===== config.mk =====
export PLATFORM = sky130hd
export DESIGN_NAME = debounce_timer
export DESIGN_NICKNAME = d
export VERILOG_FILES = /design/src/rtl/debounce_timer_pkg.sv /design/src/rtl/debounce_timer_ch.sv /design/src/rtl/debounce_timer.sv
export SDC_FILE = /design/constraint.sdc
export NUM_CORES = 1
export LEC_CHECK = 0
export CAP_MARGIN = 20
export CORE_MARGIN = 2
export CORE_UTILIZATION = 30
export CTS_CLUSTER_SIZE = 30
export DETAILED_ROUTE_END_ITERATION = 8
export PLACE_DENSITY_LB_ADDON = 0.12
export SLEW_MARGIN = 20
export SYNTH_ARGS = -nofsm -noshare
export SYNTH_HDL_FRONTEND = slang
export SYNTH_SLANG_ARGS = --single-unit

===== constraint.sdc =====
create_clock -name clk -period 1.9 [get_ports clk]
set_input_delay 0.19 -clock clk [delete_from_list [all_inputs] [get_ports clk]]
set_output_delay 0.19 -clock clk [all_outputs]
set_load 0.01 [all_outputs]

===== src/rtl/debounce_timer_pkg.sv =====
// Shared millisecond-timing defaults and width helpers for the board-input timers.
// Any other ms-based timer in the design imports this package.
package debounce_timer_pkg;

    localparam int unsigned CLK_HZ_DEFAULT      = 100_000_000;
    localparam int unsigned TICK_HZ_DEFAULT     = 1000;
    localparam int unsigned DEBOUNCE_MS_DEFAULT = 16;

    // Bits needed to hold values 0..value-1; returns 0 for value <= 1.
    function automatic int unsigned clog2(input int unsigned value);
        int unsigned result;
        int unsigned v;
        result = 0;
        v = (value > 0) ? value - 1 : 0;
        while (v > 0) begin
            result = result + 1;
            v = v >> 1;
        end
        return result;
    endfunction

    // Width of a counter that must reach terminal_count inclusive, at least one bit.
    function automatic int unsigned count_width(input int unsigned terminal_count);
        int unsigned w;
        w = clog2(terminal_count + 1);
        return (w < 1) ? 1 : w;
    endfunction

endpackage


===== src/rtl/debounce_timer_ch.sv =====
// One debouncer channel: saturating millisecond counter cleared by rc and advanced by the shared
// tick while enc is high; ms_16 flags that the terminal count has been reached.
module debounce_timer_ch
    import debounce_timer_pkg::*;
#(
    parameter int unsigned DEBOUNCE_MS = DEBOUNCE_MS_DEFAULT
) (
    input  logic clk,
    input  logic rstn,
    input  logic tick,
    input  logic rc,
    input  logic enc,
    output logic ms_16
);

    localparam int unsigned CW = count_width(DEBOUNCE_MS);
    localparam logic [CW-1:0] TERM_CNT = CW'(DEBOUNCE_MS);

    logic [CW-1:0] r_cnt;
    logic          w_below_term;

    assign w_below_term = (r_cnt < TERM_CNT);

    // Clear beats everything; stops at the terminal count so the flag can be held as a level.
    always_ff @(posedge clk) begin
        if (!rstn) begin
            r_cnt <= '0;
        end else if (!rc) begin
            r_cnt <= '0;
        end else if (enc && tick && w_below_term) begin
            r_cnt <= r_cnt + CW'(1);
        end
    end

    assign ms_16 = (r_cnt == TERM_CNT);

endmodule


===== src/rtl/debounce_timer.sv =====
// Shared 1 ms prescaler plus one saturating timeout counter per debouncer channel.
// The prescaler free-runs and is not aligned to any channel's start.
module debounce_timer
    import debounce_timer_pkg::*;
#(
    parameter int unsigned NUM_CH      = 4,
    parameter int unsigned CLK_HZ      = CLK_HZ_DEFAULT,
    parameter int unsigned TICK_HZ     = TICK_HZ_DEFAULT,
    parameter int unsigned DEBOUNCE_MS = DEBOUNCE_MS_DEFAULT
) (
    input  logic              clk,
    input  logic              rstn,
    input  logic [NUM_CH-1:0] rc,
    input  logic [NUM_CH-1:0] enc,
    output logic [NUM_CH-1:0] ms_16,
    output logic [NUM_CH-1:0] busy,
    output logic              tick_1ms
);

    localparam int unsigned DIV = CLK_HZ / TICK_HZ;
    localparam int unsigned PW  = (clog2(DIV) < 1) ? 1 : clog2(DIV);
    localparam logic [PW-1:0] PRESC_LAST = PW'(DIV - 1);

    if (DIV < 2 || DEBOUNCE_MS < 1) begin : g_param_check
        $error("debounce_timer: CLK_HZ/TICK_HZ must be >= 2 and DEBOUNCE_MS >= 1");
    end

    logic [PW-1:0] r_presc;
    logic          r_tick;
    logic          w_presc_last;

    assign w_presc_last = (r_presc == PRESC_LAST);

    // Tick is registered so it is a clean one-cycle pulse following the last prescaler count.
    always_ff @(posedge clk) begin
        if (!rstn) begin
            r_presc <= '0;
            r_tick  <= 1'b0;
        end else begin
            r_tick  <= w_presc_last;
            r_presc <= w_presc_last ? '0 : r_presc + PW'(1);
        end
    end

    for (genvar i = 0; i < NUM_CH; i++) begin : g_ch
        debounce_timer_ch #(
            .DEBOUNCE_MS(DEBOUNCE_MS)
        ) u_ch (
            .clk  (clk),
            .rstn (rstn),
            .tick (r_tick),
            .rc   (rc[i]),
            .enc  (enc[i]),
            .ms_16(ms_16[i])
        );
    end

    assign busy     = rc & enc & ~ms_16;
    assign tick_1ms = r_tick;

endmodule

* Word level (Yosys, flattened, before mapping)
Index checks and enable logic that the tools add are counted.
Word-level totals: bits in registers 38, output and inout bits 9, logic and storage cells 37, bits of input ports 10
Cells by class: equality and inequality tests 5, add/sub/neg operators 5, reduce and logical (&&, ||, !) cells 13, bitwise logic cells 4, order comparisons 4
Operators with widths (number):
- $add A5 B1 Y5 const B | 4
- $eq A5 B5 Y1 const B | 4
- $lt A5 B5 Y1 const B | 4
- $add A17 B1 Y17 const B | 1
- $eq A17 B17 Y1 const B | 1
- $and A4 B4 Y4 | 2
- $logic_and A1 B1 Y1 | 8
- $reduce_and A2 Y1 | 4
- $not A4 Y4 | 1
- $reduce_or A2 Y1 | 1
- $not A1 Y1 | 1

* Logic depth before layout (Yosys ltp)
word-level depth 3, mapped depth 6, gate-level depth less buffers 5

* Hierarchy
A second synthesis with hierarchy kept.
Unflattened totals: cell total of the unflattened synthesis 201, area, all modules 1843.0 um^2
Modules (own cells, without submodules):
- debounce_timer_ch | seq. area each 100.1 um^2, area an instance 251.5 um^2, instances 4, cells an instance 26
- debounce_timer | seq. area each 360.3 um^2, area an instance 837.1 um^2, instances 1, cells an instance 97

* Least setup slack after synthesis
No wires, ideal clock.
kind reg2reg, from register r_presc[0], to register r_presc[10], path buffers 1, setup time 0.117 ns, slack 0.294 ns, arrival 1.488 ns, stages on the path, launching flop included 7, data required time 1.783 ns, path through dfxtp_1 ha_1 nand3_4 nand2b_1 o31ai_4 buf_2 nor2_1
Between the ends: longest elaborated chain between the ends 2
Ends and longest elaborated chain:
- start, declared | RTL line debounce_timer.sv:28 | logic [PW-1:0] r_presc;
- start signal, assigned | RTL line debounce_timer.sv:41 | r_presc <= w_presc_last ? '0 : r_presc + PW'(1);
- parallel branches: the longest is 2 deep, another holds $add A17 B1 Y17
Parallel ways; which one is timed is not known. A chain may end at the register's enable or synchronous reset.

* Worst setup path after layout
from register g_ch[0].u_ch.r_cnt[1], to output ms_16[0]
Between the ends: longest elaborated chain between the ends 1
Ends and longest elaborated chain:
- start, declared | RTL line debounce_timer_ch.sv:19 | logic [CW-1:0] r_cnt;
- start signal, assigned | RTL line debounce_timer_ch.sv:31 | r_cnt <= r_cnt + CW'(1);
- $eq A5 B5 Y1 | RTL line debounce_timer_ch.sv:35 | assign ms_16 = (r_cnt == TERM_CNT);
- end, declared | RTL line debounce_timer.sv:15 | output logic [NUM_CH-1:0] ms_16,
No other way between the ends.

==> results.py <==
metrics = {
    "yosys": {
        "netlist-cell-type-count": 27,
        "syn_area_per_cell_sq_um": 8.76,
        "syn_nets": 224,
        "seq_area_frac_synth_pct": 42.3,
        "yosys_warnings": 0,
        "mappedNetlistArea_sq_um": 1800,
        "ys_ff_latch": 38,
        "syn_inst": 205,
    },
    "layout": {
        "final_cell_mix": "47 x nor2_1, 34 x dfxtp_1, 17 x xnor2_1",
        "final_common_cell": "nor2_1",
        "layout-drive-gt1-share_pct": 9.33,
        "final_util_pct": 37.3,
        "area_growth_pct": 21.5,
        "nets": 243,
        "diodes": 0,
    },
    "global_routing": {
        "grt_max_degree": 12,
        "grt-ovfl-total": 0,
        "grt_pass1_vias": 1267,
        "grt_usage_pct": 11.2,
        "grt_pass1_wl_mm": 5.60,
        "antenna_found_initial": 0,
    },
    "placement": {
        "dp_hpwl_mm": 2.43,
        "place_ws_ps": 175,
        "gp_congestion": 0.754,
        "io_buffers": 18,
    },
    "job": {
        "cap_viol_max_count": 0,
    },
    "clock_tree": {
        "cts_htree_levels": 2,
        "cts-root-buf": "clkbuf_8",
        "clock_latency_ps": 290,
        "post-cts-setup-buffers": 0,
        "cts_sinks": 38,
        "hold_buffers": 0,
        "clk_pin_slew_ps": 70,
        "cts_buffer_depth": 2,
        "numCtsBuffers": 5,
        "cts_tree": "done",
    },
    "sta": {
        "setup_ws_ps": 72.7,
        "worst_slew_pin_slew_ps": 338,
        "fmax_mhz": 547,
        "skew_ps": 8.78,
        "slew_viol_final": 0,
        "finalCriticalPeriod_ps": 1830,
        "max-slew-margin-rel_pct": 77.4,
        "finalHoldViolCount": 0,
        "final-setup-viol-count": 0,
        "period_share_pct": 96.2,
        "grt_setup_unrepaired": "true",
    },
    "drt": {
        "drc": 0,
        "drt-wirelength-per-cell_um": 11.1,
        "ant_nets": 0,
        "dr.first_iter.drc_count": 39,
        "drt_wl_total_mm": 3.33,
        "drt-vias-per-instance": 4.52,
        "num_vias": 1355,
        "dr.pass1.iters": 4,
    },
    "floorplanning": {
        "rows": 28,
        "die_w_um": 81.4,
        "core_area_sq_um": 5850,
        "dieArea_sq_um": 6620,
        "start_util_pct": 30.7,
        "ios": 19,
        "die_y_um": 81.4,
    },
    "worst_hold_path": {
        "worstHoldPathCells": 1,
        "min_path_type": "reg2reg",
        "min-delay-start": "r_presc[0]",
        "worstHoldEndpoint": "r_presc[0]",
    },
    "critical_path": {
        "required_ps": 1710,
        "reg2reg_from": "r_presc[0]",
        "start_kind": "flop",
        "worst-r2r-cell-count": 5,
        "startpoint": "g_ch[0].u_ch.r_cnt[1]",
        "path_max_fanout": 3,
        "arrival_ps": 1640,
        "r2r_slack_ps": 210,
        "end_kind": "primary output",
        "worstSetupPathType": "reg2out",
        "reg2reg_to": "r_presc[16]",
    },
    "pwr": {
        "p_total_w": 0.00144,
        "vdd_ir_drop_max_v": 0.000256,
        "p_leak_nw": 0.813,
        "p_per_area_nw_per_um2": 660,
    },
    "run_status": {
        "status": "completed",
    },
}
[layout make-up]
type                            count  area [sq um]
Clock buffer                        7          86.3
Inverter                           13          48.8
Timing Repair Buffer               21           201
Tap cell                           75          93.8
Multi-Input combinational cell    145           982
Fill cell                         600          3670
Clock inverter                      1          5.00
Sequential cell                    38           766
[flip-flops by register name, indices dropped and copies added (netlist names)]
register,cells
tick_1ms,1
g_ch.u_ch.r_cnt,20
r_presc,17
[cell families after synthesis]
logic type	share of synthesized area [%]
simple gates	28.3
flops	42.3
compound gates	4.94
xor+xnor	12.7
fa+ha+maj	6.27
buf+inv	5.50
[stage by stage]
stage / area [sq um] / instances / hold WS (ps) / TNS, ps
floorplan: 1800 / 205 / 323 / 0
global placement: 2040 / 292 / 448 / 0
detailed placement: 2040 / 292 / 455 / 0
CTS: 2180 / 300 / 470 / 0
global route: 2180 / 300 / 486 / -47.4
finish: 2180 / 300 / 467 / 0
[timing repair]
| item | in CTS | in global routing |
|---|---|---|
| resized for setup | 14 | 3 |
| setup endpoints to repair | 6 | 3 |
| pin swaps | 0 | 0 |
[cells in the mapped netlist]
| cell | instances | area, sq um |
|---|---|---|
| nand2_1 | 16 | 60.1 |
| a21oi_1 | 5 | 25.0 |
| or4_1 | 1 | 7.51 |
| o31ai_4 | 1 | 21.3 |
| buf_4 | 4 | 30.0 |
| dfxtp_1 | 38 | 761 |
| nand4_4 | 1 | 21.3 |
| o31ai_1 | 1 | 7.51 |
| nand2b_1 | 1 | 6.26 |
| nand3b_1 | 1 | 7.51 |
| nand3_4 | 1 | 17.5 |
| nor2_1 | 47 | 176 |
| buf_2 | 1 | 5.00 |
| nand3_1 | 5 | 25.0 |
| a41oi_1 | 4 | 35.0 |
| nor4bb_1 | 4 | 40.0 |
| and3b_1 | 4 | 35.0 |
| clkbuf_1 | 4 | 15.0 |
| nor4b_1 | 1 | 8.76 |
| xnor2_1 | 17 | 149 |
| xor2_1 | 9 | 78.8 |
| nand4_1 | 7 | 43.8 |
| nor4_1 | 4 | 25.0 |
| nor3_1 | 5 | 25.0 |
| or2_4 | 1 | 8.76 |
| ha_1 | 9 | 113 |
| inv_1 | 13 | 48.8 |
[how the worst max path moves through the flow]
stage	end	slack (ps)	cells after the start
floorplan	r_presc[10]	290	6
detailed placement	ms_16[2]	170	4
CTS	busy[3]	8	5
finish	ms_16[0]	70	5
global route	ms_16[0]	-50	5
global placement	ms_16[3]	210	4
[per-layer routing]
layer | up-vias | part of all wire [%] | global-route usage (%)
met5 | - | 0 | 0
met4 | 0 | 1.7 | 4.58
met3 | 6 | 4.2 | 3.67
met2 | 19 | 46 | 18.3
met1 | 617 | 48 | 13.4
li1 | 713 | - | -
[critical path, cell delays in order, from the launching register on]
cell             delay [ps]
dfxtp_1                 330
inv_1                    70
ha_1                    140
nand2_1                  50
nor3_1                  190
clkdlybuf4s50_1         580
[power by group]
part / total, W / internal, W / switching (W)
clock: 0.000571 / 0.000293 / 0.000278
sequential: 0.000807 / 0.000801 / 0.00000568
combinational: 0.0000644 / 0.0000341 / 0.0000303
total: 0.00144 / 0.00113 / 0.000314
(Power assumes the default switching activity.)
